==> config.mk <==
export PLATFORM = sky130hd
export DESIGN_NAME = dmem_port_arbiter
export DESIGN_NICKNAME = d
export VERILOG_FILES = /design/src/rtl/dmem_port_arbiter.sv
export SDC_FILE = /design/constraint.sdc
export NUM_CORES = 1
export LEC_CHECK = 0
export ABC_AREA = 1
export CELL_PAD_IN_SITES_DETAIL_PLACEMENT = 0
export CELL_PAD_IN_SITES_GLOBAL_PLACEMENT = 1
export CORE_UTILIZATION = 32
export CTS_BUF_LIST = sky130_fd_sc_hd__clkbuf_4 sky130_fd_sc_hd__clkbuf_8 sky130_fd_sc_hd__clkbuf_16
export CTS_CLUSTER_DIAMETER = 200
export CTS_CLUSTER_SIZE = 8
export DETAILED_ROUTE_END_ITERATION = 8
export PLACE_DENSITY_LB_ADDON = 0.15
export SYNTH_ARGS = -nofsm -noshare
export SYNTH_HDL_FRONTEND = slang
export SYNTH_SLANG_ARGS = --single-unit
==> constraint.sdc <==
create_clock -name clk -period 4.8 [get_ports clk]
set_clock_uncertainty 0.05 [all_clocks]
set_input_delay 1.44 -clock clk [delete_from_list [all_inputs] [get_ports clk]]
set_output_delay 1.44 -clock clk [all_outputs]
set_load 0.02 [all_outputs]
==> src/rtl/dmem_port_arbiter.sv <==
`default_nettype none
//==============================================================================
// Module   : dmem_port_arbiter
// Summary  : Shares the single-port, byte-addressed data memory between the
//            CPU MEM stage and a debug/loader port. Accesses are serialised
//            through a req/ack handshake, memory read latency is hidden, and
//            cpu_stall freezes the pipeline while a CPU access is outstanding.
// Options  : DMEM_ARB_STARVE_EN - when defined, the debug port is guaranteed
//            a grant after STARVE_MAX consecutive CPU grants it waited behind.
//            When undefined, the CPU has strict priority.
// Revision : 1.0 - initial release
//==============================================================================
module dmem_port_arbiter #(
    parameter int ADDR_W     = 7,   // byte-address width
    parameter int MEM_LAT    = 1,   // memory read latency, 1..7 cycles
    parameter int STARVE_MAX = 4    // CPU grants tolerated while dbg waits
) (
    input  logic              clk,
    input  logic              reset,      // asynchronous, active-low

    // CPU MEM-stage port
    input  logic              cpu_req,
    input  logic [3:0]        cpu_re,
    input  logic [3:0]        cpu_we,
    input  logic [ADDR_W-1:0] cpu_addr,
    input  logic [31:0]       cpu_wdata,
    output logic [31:0]       cpu_rdata,
    output logic              cpu_ack,
    output logic              cpu_stall,

    // Debug / loader port
    input  logic              dbg_req,
    input  logic [3:0]        dbg_re,
    input  logic [3:0]        dbg_we,
    input  logic [ADDR_W-1:0] dbg_addr,
    input  logic [31:0]       dbg_wdata,
    output logic [31:0]       dbg_rdata,
    output logic              dbg_ack,

    // Memory side
    output logic              mem_en,
    output logic [3:0]        mem_re,
    output logic [3:0]        mem_we,
    output logic [ADDR_W-1:0] mem_addr,
    output logic [31:0]       mem_wdata,
    input  logic [31:0]       mem_rdata,

    // Status
    output logic              owner,      // 0 = CPU, 1 = dbg (current or last)
    busy
);

    // Last WAIT-cycle count value: WAIT lasts exactly MEM_LAT cycles.
    localparam logic [2:0] c_LAT_LAST = 3'(MEM_LAT - 1);

    typedef enum logic [1:0] {
        ST_IDLE  = 2'd0,
        ST_ISSUE = 2'd1,
        ST_WAIT  = 2'd2,
        ST_DONE  = 2'd3
    } state_t;

    state_t             r_state;
    state_t             w_next_state;

    // Latched copy of the granted request
    logic               r_owner;
    logic [ADDR_W-1:0]  r_addr;
    logic [3:0]         r_re;
    logic [3:0]         r_we;
    logic [31:0]        r_wdata;

    logic [2:0]         r_lat_cnt;
    logic [31:0]        r_cpu_rdata;
    logic [31:0]        r_dbg_rdata;

    logic               w_grant;      // a request is accepted this cycle
    logic               w_dbg_wins;   // arbitration result if granting
    logic               w_capture;    // mem_rdata is valid this cycle
    logic               w_is_write;   // any write lane set (write wins over read)
    logic               w_is_read;    // pure read
    logic               w_starved;    // debug port has waited long enough
    logic               w_done;

`ifdef DMEM_ARB_STARVE_EN
    localparam logic [2:0] c_STARVE_MAX = 3'(STARVE_MAX);

    logic [2:0]         r_starve_cnt;

    assign w_starved = (r_starve_cnt >= c_STARVE_MAX);

    // Count CPU grants that bypassed a waiting debug request; any debug
    // grant or an idle debug port restarts the count. Saturates at 7.
    always_ff @(posedge clk or negedge reset) begin
        if (!reset) begin
            r_starve_cnt <= 3'd0;
        end else if (!dbg_req) begin
            r_starve_cnt <= 3'd0;
        end else if (w_grant && w_dbg_wins) begin
            r_starve_cnt <= 3'd0;
        end else if (w_grant && (r_starve_cnt != 3'd7)) begin
            r_starve_cnt <= r_starve_cnt + 3'd1;
        end
    end
`else
    logic               w_unused_starve_max;

    // Strict CPU priority: the debug port never preempts a CPU request.
    assign w_starved           = 1'b0;
    assign w_unused_starve_max = (STARVE_MAX != 0);
`endif

    // Debug wins when it is the only requester, or when it has been starved.
    assign w_dbg_wins = dbg_req & (~cpu_req | w_starved);

    assign w_is_write = |r_we;
    assign w_is_read  = ~w_is_write & (|r_re);
    assign w_done     = (r_state == ST_DONE);

    // State register
    always_ff @(posedge clk or negedge reset) begin
        if (!reset) begin
            r_state <= ST_IDLE;
        end else begin
            r_state <= w_next_state;
        end
    end

    // Next-state decode and memory-side outputs driven from the latched request
    always_comb begin
        w_next_state = r_state;
        w_grant      = 1'b0;
        w_capture    = 1'b0;
        mem_en       = 1'b0;
        mem_re       = 4'd0;
        mem_we       = 4'd0;
        mem_addr     = '0;
        mem_wdata    = 32'd0;

        case (r_state)
            ST_IDLE: begin
                if (cpu_req || dbg_req) begin
                    w_grant      = 1'b1;
                    w_next_state = ST_ISSUE;
                end
            end

            ST_ISSUE: begin
                // A null access leaves the strobe low but still completes.
                mem_en    = w_is_write | (|r_re);
                mem_we    = r_we;
                mem_re    = w_is_write ? 4'd0 : r_re;
                mem_addr  = r_addr;
                mem_wdata = r_wdata;
                w_next_state = w_is_read ? ST_WAIT : ST_DONE;
            end

            ST_WAIT: begin
                if (r_lat_cnt == c_LAT_LAST) begin
                    w_capture    = 1'b1;
                    w_next_state = ST_DONE;
                end
            end

            ST_DONE: begin
                w_next_state = ST_IDLE;
            end

            default: begin
                w_next_state = ST_IDLE;
            end
        endcase
    end

    // Latch the granted request, run the latency counter, capture read data
    always_ff @(posedge clk or negedge reset) begin
        if (!reset) begin
            r_owner     <= 1'b0;
            r_addr      <= '0;
            r_re        <= 4'd0;
            r_we        <= 4'd0;
            r_wdata     <= 32'd0;
            r_lat_cnt   <= 3'd0;
            r_cpu_rdata <= 32'd0;
            r_dbg_rdata <= 32'd0;
        end else begin
            if (w_grant) begin
                r_owner <= w_dbg_wins;
                if (w_dbg_wins) begin
                    r_addr  <= dbg_addr;
                    r_re    <= dbg_re;
                    r_we    <= dbg_we;
                    r_wdata <= dbg_wdata;
                end else begin
                    r_addr  <= cpu_addr;
                    r_re    <= cpu_re;
                    r_we    <= cpu_we;
                    r_wdata <= cpu_wdata;
                end
            end

            if (r_state == ST_ISSUE) begin
                r_lat_cnt <= 3'd0;
            end else if (r_state == ST_WAIT) begin
                r_lat_cnt <= r_lat_cnt + 3'd1;
            end

            // Each requester's read register changes only on its own read.
            if (w_capture) begin
                if (r_owner) begin
                    r_dbg_rdata <= mem_rdata;
                end else begin
                    r_cpu_rdata <= mem_rdata;
                end
            end
        end
    end

    // Completion pulses and status
    assign cpu_ack   = w_done & ~r_owner;
    assign dbg_ack   = w_done &  r_owner;
    assign cpu_rdata = r_cpu_rdata;
    assign dbg_rdata = r_dbg_rdata;
    assign owner     = r_owner;
    assign busy      = (r_state != ST_IDLE);

    // Stall is held low while reset is asserted so every output reads 0.
    assign cpu_stall = reset & cpu_req & ~cpu_ack;

endmodule

`default_nettype wire

# Word level (Yosys, flattened, before mapping)

Index checks and enable logic that the tools add are counted.
Widths: inputs -> output; s select.

Word-level logic and storage cells: 56
Register bits: 117

Equal/unequal tests: 5
Muxes and demuxes: 20
Reduce and logical (&&, ||, !) cells: 10
Bitwise operators: 11
$add $sub $neg: 1

Operator list:

| operator            | count |
|---|---|
| $mux 32             | 2 |
| $mux 4              | 5 |
| $mux 7              | 2 |
| $pmux 2 s4          | 1 |
| $reduce_or 4->1     | 2 |
| $and 1x1->1         | 6 |
| $mux 1              | 6 |
| $mux 3              | 2 |
| $reduce_and 2->1    | 3 |
| $eq 2x2->1 const B  | 2 |
| $mux 2              | 2 |
| $ne 2x2->1 const B  | 2 |
| $not 1->1           | 4 |
| $reduce_bool 2->1   | 2 |
| $add 3x1->3 const B | 1 |
| $logic_not 3->1     | 1 |
| $eq 2x1->1 const B  | 1 |
| $logic_not 2->1     | 1 |
| $logic_or 1x1->1    | 1 |
| $or 1x1->1          | 1 |

# Logic depth before layout (Yosys ltp)

Gate-level depths: netlist of the first run.

Depth after elaboration: 5
Depth in mapped cells: 9
Gate-level depth less buffers: 9

# Worst setup path before layout of the first run

OpenSTA, ideal clock, no wires.

Path type: input to output
Start: input port reset
End: output port cpu_stall
Path slack: 1.539 ns
Arrival: 1.771 ns
Required time: 3.310 ns
Buffers on the path: 0
Cell stages on the path: 2
Cells stage by stage: nand2_1 -> nor2_1

Longest elaborated chain between the ends: 2

RTL lines:

| what                      | RTL line | RTL |
|---|---|---|
| start: declaration        | 19       | `input logic reset,` |
| $and 1x1->1 (2 in series) | 228      | `assign cpu_stall = reset & cpu_req & ~cpu_ack;` |
| end: declaration          | 29       | `output logic cpu_stall,` |

Every way passes these cells.

# Worst setup path in the final report of the first run

Start: input port cpu_req
End: output port cpu_stall

Longest elaborated chain between the ends: 2

RTL lines:

| what                      | RTL line | RTL |
|---|---|---|
| start: declaration        | 22       | `input logic cpu_req,` |
| $and 1x1->1 (2 in series) | 228      |  |

Every way passes these cells.

==> metrics.cfg, run 1 <==
[logic_synthesis]
syn_nets = 786
yosysWarningCount = 0
syn_area_per_cell_um2 = 8.34
synth.area.top_cells = dfrtp_1 54%, nand2_1 11%, inv_1 6.6%, o21ai_1 6.4%, o21ai_0 6.3%
synth_area_um2 = 5420
syn_inst = 650
synth.distinct_cells = 26
ys_ff_latch = 117
yosys.area.top_type_share = 0.540
synth_largest_area_cell = dfrtp_1
yosysSeqAreaShare = 0.540

[power]
p_int_w = 0.00352
power_frac_seq = 0.308
p_leak_nw = 4.15
power_density_nw_per_um2 = 670
power_frac_comb = 0.469
p_sw_w = 0.00223
clock_power_share = 0.222
vdd_drop_max_uv = 264
total_power_w = 0.00575
swShare = 0.388

[clock_network]
clk_pin_slew_ns = 0.05
cts_hold_buffers = 0
cts_tree = done
cts_max_path_buffers = 2
clkSinkCount = 117
cts_made_buffers = 17
cts_resized = 0
cts-root-buf = clkbuf_16
h-tree-depth = 4
cts_setup_buffers = 0
clk_latency_ns = 0.40

[sta]
hold_viol_final = 0
min_period_ns = 4.36
rsz0062_at_grt = false
slew_headroom = 0.385
setup_viol = 0
drv_slew = 0
fin_ws_ns = 0.437
max_freq_mhz = 229
period_share = 0.909
worst_slew_pin_slew_ns = 0.922
fin_tns_setup_ns = 0

[critical_path]
critical-path-slowest-cell = clkdlybuf4s50_1
crit_start = cpu_req
cp_cell_sequence = clkdlybuf4s50_1 > nand2_1 > nor2_1 > clkdlybuf4s50_1
cp-endpoint = cpu_stall
r2r_setup_slack_ns = 2.67
startpoint_type = primary input
rr_startpoint = r_state[1]
cp_max_fo = 3
worst_path_most_repeated_cell = clkdlybuf4s50_1
crit_path_end_kind = output pin
cpPeakStageDelay_ns = 0.61
path_class = primary input to output pin
reg2reg_to = r_wdata[3]
critPathRequiredTime_ns = 3.31
ff2ff_path_depth = 7
worstPathArrival_ns = 2.87

[route]
drt_iter0_markers = 217
drc_errors = 0
first_pass_iters = 6
num_vias = 5046
wl_per_cell_um = 13.9
wl_mm = 15.5
ant_nets = 0
vias_per_cell = 4.52

[floorplanning]
die_h_um = 132
pin_count = 247
core_area_um2 = 16600
chipWidth_um = 132
die_area_um2 = 17500
start_util = 0.327
row_count = 47

[placement]
portBuffers = 246
dp.cells = 1085
pre_cts_slack_ns = 0.428
hpwl_mm = 10.7
place_congestion = 0.744

[global_routing]
grt_usage = 0.187
antenna_found_initial = 0
grt_max_degree = 73
grt_overflow = 0
grt_pass1_wl_mm = 25.7
first_global_vias = 5130

[final_layout]
final_core_util = 0.518
num_antenna_cells = 0
num-nets-final = 1020
finalNonFillerCells = 1117
syn_to_final_growth_pct = 58.4
final_layout_size_suffix_gt1_frac = 0.0736

[min_path]
hold_path_class = register to register

[job]
drv_cap = 0

[run_status]
status = complete, no violations

per-layer routing:
layer / global-route usage / share of wire / vias to the layer above
li1: - / - / 2493
met1: 0.223 / 0.43 / 2342
met2: 0.315 / 0.48 / 186
met3: 0.0561 / 0.070 / 25
met4: 0.0762 / 0.022 / 0
met5: 0 / 0 / -
synthesized netlist by cell type (all sizes together):
cell    count
a31oi       1
a21oi       2
o22ai       8
nor2       58
buf        26
xor2        1
nand2     161
inv        98
ha          6
clkbuf     11
o21ai     156
dfrtp     117
nand3       4
nand3b      1
cell families (layout without fill, tap and decap cells):
kind of cell               after synthesis  count (layout)  synth area share
and+or+nand+nor                        224             224             0.163
AOI/OAI and AO/OA                      167             167             0.170
buffers and inverters                  135             382             0.111
DFF                                    117             117             0.540
adders and majority gates                6               6            0.0139
xor gates and xnor gates                 1               1           0.00162
how the worst min path moves through the flow:
stage	from	endpoint	slack [ns]	cells after the start
2_1_floorplan	r_wdata[0]	r_wdata[0]	0.40	2
3_3_place_gp	cpu_rdata[1]	cpu_rdata[1]	0.42	2
3_5_place_dp	r_wdata[31]	r_wdata[31]	0.42	2
4_1_cts	r_wdata[31]	r_wdata[31]	0.43	2
5_1_grt	cpu_rdata[19]	cpu_rdata[19]	0.45	2
6_report	r_wdata[31]	r_wdata[31]	0.43	2
layout by cell type (no fill, tap or decap):
cell type,synthesis,final
clkdlybuf4s50_1,0,245
nand2_1,161,161
dfrtp_1,117,117
inv_1,96,96
o21ai_1,69,69
o21ai_0,68,68
nor2_1,56,56
o21ai_2,19,19
clkbuf_16,0,17
o22ai_1,8,8
buf_4,2,7
ha_1,6,5
clkinvlp_4,0,4
nand3_1,3,3
clkinv_2,0,3
clkinv_4,0,3
bufinv_16,0,3
nor2_4,1,2
inv_2,2,2
inv_6,0,2
a31oi_1,1,1
nand3b_4,1,1
nand3_4,1,1
a21oi_4,0,1
xor2_1,1,1
a21oi_1,1,1
ha_2,0,1
registers in the layout, summed over array words and instances, names as in the netlist:
name and cells:
r_we 4, owner 1, r_re 4, cpu_rdata 32, r_addr 7, r_state 2, dbg_rdata 32, r_lat_cnt 3
r_wdata 32
layout make-up:
type                       instances  area, µm²
multi-input combinational        398       1910
tap                              220        275
clock buffer                      17        425
inverter                          98        368
timing repair buffer             252       2500
fill                            1567       8000
sequential                       117       2930
clock inverter                    15        179
critical path: cells and delay by family:
kind,cells,cell delay [ns]
buffers and inverters,2,1.21
AND/OR/NAND/NOR,2,0.22
through the flow:
stage	instance area (µm²)	hold slack [ns]
floorplan	5420	0.403
global placement	7980	0.416
detailed placement	7980	0.420
CTS	8590	0.432
global route	8590	0.452
finish	8590	0.431
power by group through the flow:
stage,Clock (W),Combinational (W),Sequential [W]
floorplan,0,0.00122,0.00208
global placement,0,0.00270,0.00177
detailed placement,0,0.00274,0.00178
CTS,0.00132,0.00274,0.00177
global route,0.00137,0.00295,0.00183
finish,0.00128,0.00270,0.00177
(Power assumes the default switching activity.)
==> run 2: changes to the inputs <==
- CAP_MARGIN: default -> 40
- CORE_ASPECT_RATIO: default -> 0.75
- GPL_TIMING_DRIVEN: default -> 0
==> metrics.cfg, run 2 (synthesis results as in run 1) <==
[run_status]
status = finished with violations
violations = DRC

[clock_network]
h-tree-depth = 4  ; unchanged
cts_hold_buffers = 0  ; unchanged
cts-root-buf = clkbuf_16
cts_tree = done
cts_max_path_buffers = 2  ; unchanged
cts_made_buffers = 17  ; unchanged
cts_setup_buffers = 0  ; unchanged
clk_latency_ns = 0.41  ; about the same
clkSinkCount = 117  ; unchanged
cts_resized = 0  ; unchanged
clk_pin_slew_ns = 0.05  ; about the same

[sta]
rsz0062_at_grt = false
worst_slew_pin_slew_ns = 0.527  ; -0.395 ns
slew_headroom = 0.649  ; +0.263
drv_slew = 0  ; unchanged
min_period_ns = 4.28  ; -0.0818 ns
setup_viol = 0  ; unchanged
period_share = 0.892  ; -0.0170
fin_tns_setup_ns = 0  ; unchanged
hold_viol_final = 0  ; unchanged
max_freq_mhz = 234  ; +1.9%

[global_routing]
grt_usage = 0.201  ; +0.0142
grt_overflow = 0  ; unchanged
antenna_found_initial = 0  ; unchanged
grt_max_degree = 88  ; +21%
grt_pass1_wl_mm = 27.4  ; +6.3%
first_global_vias = 5259  ; +2.5%

[placement]
place_congestion = 0.825  ; +11%
portBuffers = 246  ; unchanged
hpwl_mm = 12.3  ; +15%
dp.cells = 1107  ; +2.0%
placed_cell_area_um2 = 8170  ; +2.4%

[critical_path]
cp_max_fo = 3  ; unchanged
startpoint_type = primary input
r2r_setup_slack_ns = 3.02  ; +0.35 ns
ff2ff_path_depth = 8  ; +1
cp_cell_sequence = clkdlybuf4s50_1 > nand2_1 > nor2_1 > clkdlybuf4s50_1
critPathRequiredTime_ns = 3.31  ; about the same
reg2reg_to = r_wdata[30]
rr_startpoint = r_state[0]
crit_path_end_kind = output pin
worstPathArrival_ns = 2.79  ; -0.08 ns
path_class = primary input to output pin
worst_path_most_repeated_cell = clkdlybuf4s50_1
critical-path-slowest-cell = clkdlybuf4s50_1
cpPeakStageDelay_ns = 0.61  ; about the same

[route]
vias_per_cell = 4.54  ; +0.54%
num_vias = 5173  ; +2.5%
ant_nets = 0  ; unchanged
first_pass_iters = 7  ; +1
wl_per_cell_um = 14.9  ; +7.3%
drc_errors = 13  ; +13
drt_iter0_markers = 277  ; +28%
wl_mm = 17.0  ; +9.4%

[final_layout]
final_layout_size_suffix_gt1_frac = 0.0926  ; +0.0190
final_cell_mix = 245 x clkdlybuf4s50_1, 161 x nand2_1, 117 x dfrtp_1
multi_input_area_um2 = 1890  ; -0.79%
num-nets-final = 1052  ; +3.1%
final.fill_count = 1497  ; -4.5%
num_antenna_cells = 0  ; unchanged
finalNonFillerCells = 1139  ; +2.0%
final_common_cell = clkdlybuf4s50_1
regArea_um2 = 2930  ; unchanged
syn_to_final_growth_pct = 62.3
final_cell_area_um2 = 8800  ; +2.4%

[floorplanning]
core_area_um2 = 16300  ; -1.9%
start_util = 0.333  ; +0.00638
chipWidth_um = 152  ; +15%
die_area_um2 = 17500  ; about the same
pin_count = 247  ; unchanged
row_count = 40  ; -15%
die_h_um = 115  ; -13%

[job]
drv_cap = 0  ; unchanged

[power]
power_density_nw_per_um2 = 676  ; +0.89%
vdd_drop_max_uv = 309  ; +17%
p_leak_nw = 4.29  ; +3.2%

[min_path]
hold_path_class = register to register
hold_depth = 2  ; unchanged
hold-path-endpoint = dbg_rdata[31]
worstHoldStart = dbg_rdata[31]

## run 2: cell count changes in the layout (fill, tap and decap cells not counted), moves of 3 or more
cell	delta
buf_1	+3
buf_2	+15
buf_4	-5
buf_8	+5
clkbuf_1	+8
clkbuf_2	+3
clkinvlp_4	-4
## run 2: cell type report
class                           count  area share
Sequential cell                   117       0.333
Timing Repair Buffer              247       0.283
Multi-Input combinational cell    398       0.215
Clock buffer                       19      0.0515
Inverter                           98      0.0418
Tap cell                          210      0.0299
Buffer                             37      0.0265
Clock inverter                     13      0.0193
## run 2: report_power, final
group | switching [W] | leakage, nW | internal, W
Combinational | 0.00155 | 2.57 | 0.00128
Clock | 0.000482 | 0.309 | 0.000852
Sequential | 0.000286 | 1.41 | 0.00149
Total | 0.00232 | 4.29 | 0.00362
## run 2: worst max-delay path by stage
stage	endpoint	slack, ns	start
2_1_floorplan	cpu_stall	1.54	reset
3_3_place_gp	cpu_stall	-3.59	reset
3_5_place_dp	cpu_stall	0.53	cpu_req
4_1_cts	cpu_stall	0.52	cpu_req
5_1_grt	cpu_stall	0.47	cpu_req
6_report	cpu_stall	0.52	cpu_req
## run 2: routing by layer
metal  track usage  wire [µm]  vias up
met3        0.0606       1140       21
met2         0.311       7690      169
li1              -          -     2568
met4        0.0748        285        0
met1         0.267       7890     2415
met5             0          0        -
## run 2: worst max-delay path, delay by kind of cell
family	cells	cell delay, ns
buffers and inverters	2	1.17
AND/OR/NAND/NOR	2	0.18
## run 2: metrics by stage
stage	hold WS (ns)	setup WS, ns	total power, W	utilization
after floorplan	0.403	1.54	0.00330	-
after global placement	0.417	-3.59	0.00458	0.501
after detailed placement	0.420	0.527	0.00463	0.502
after CTS	0.434	0.525	0.00601	0.541
after global routing	0.451	0.473	0.00634	0.541
final	0.431	0.519	0.00594	0.541
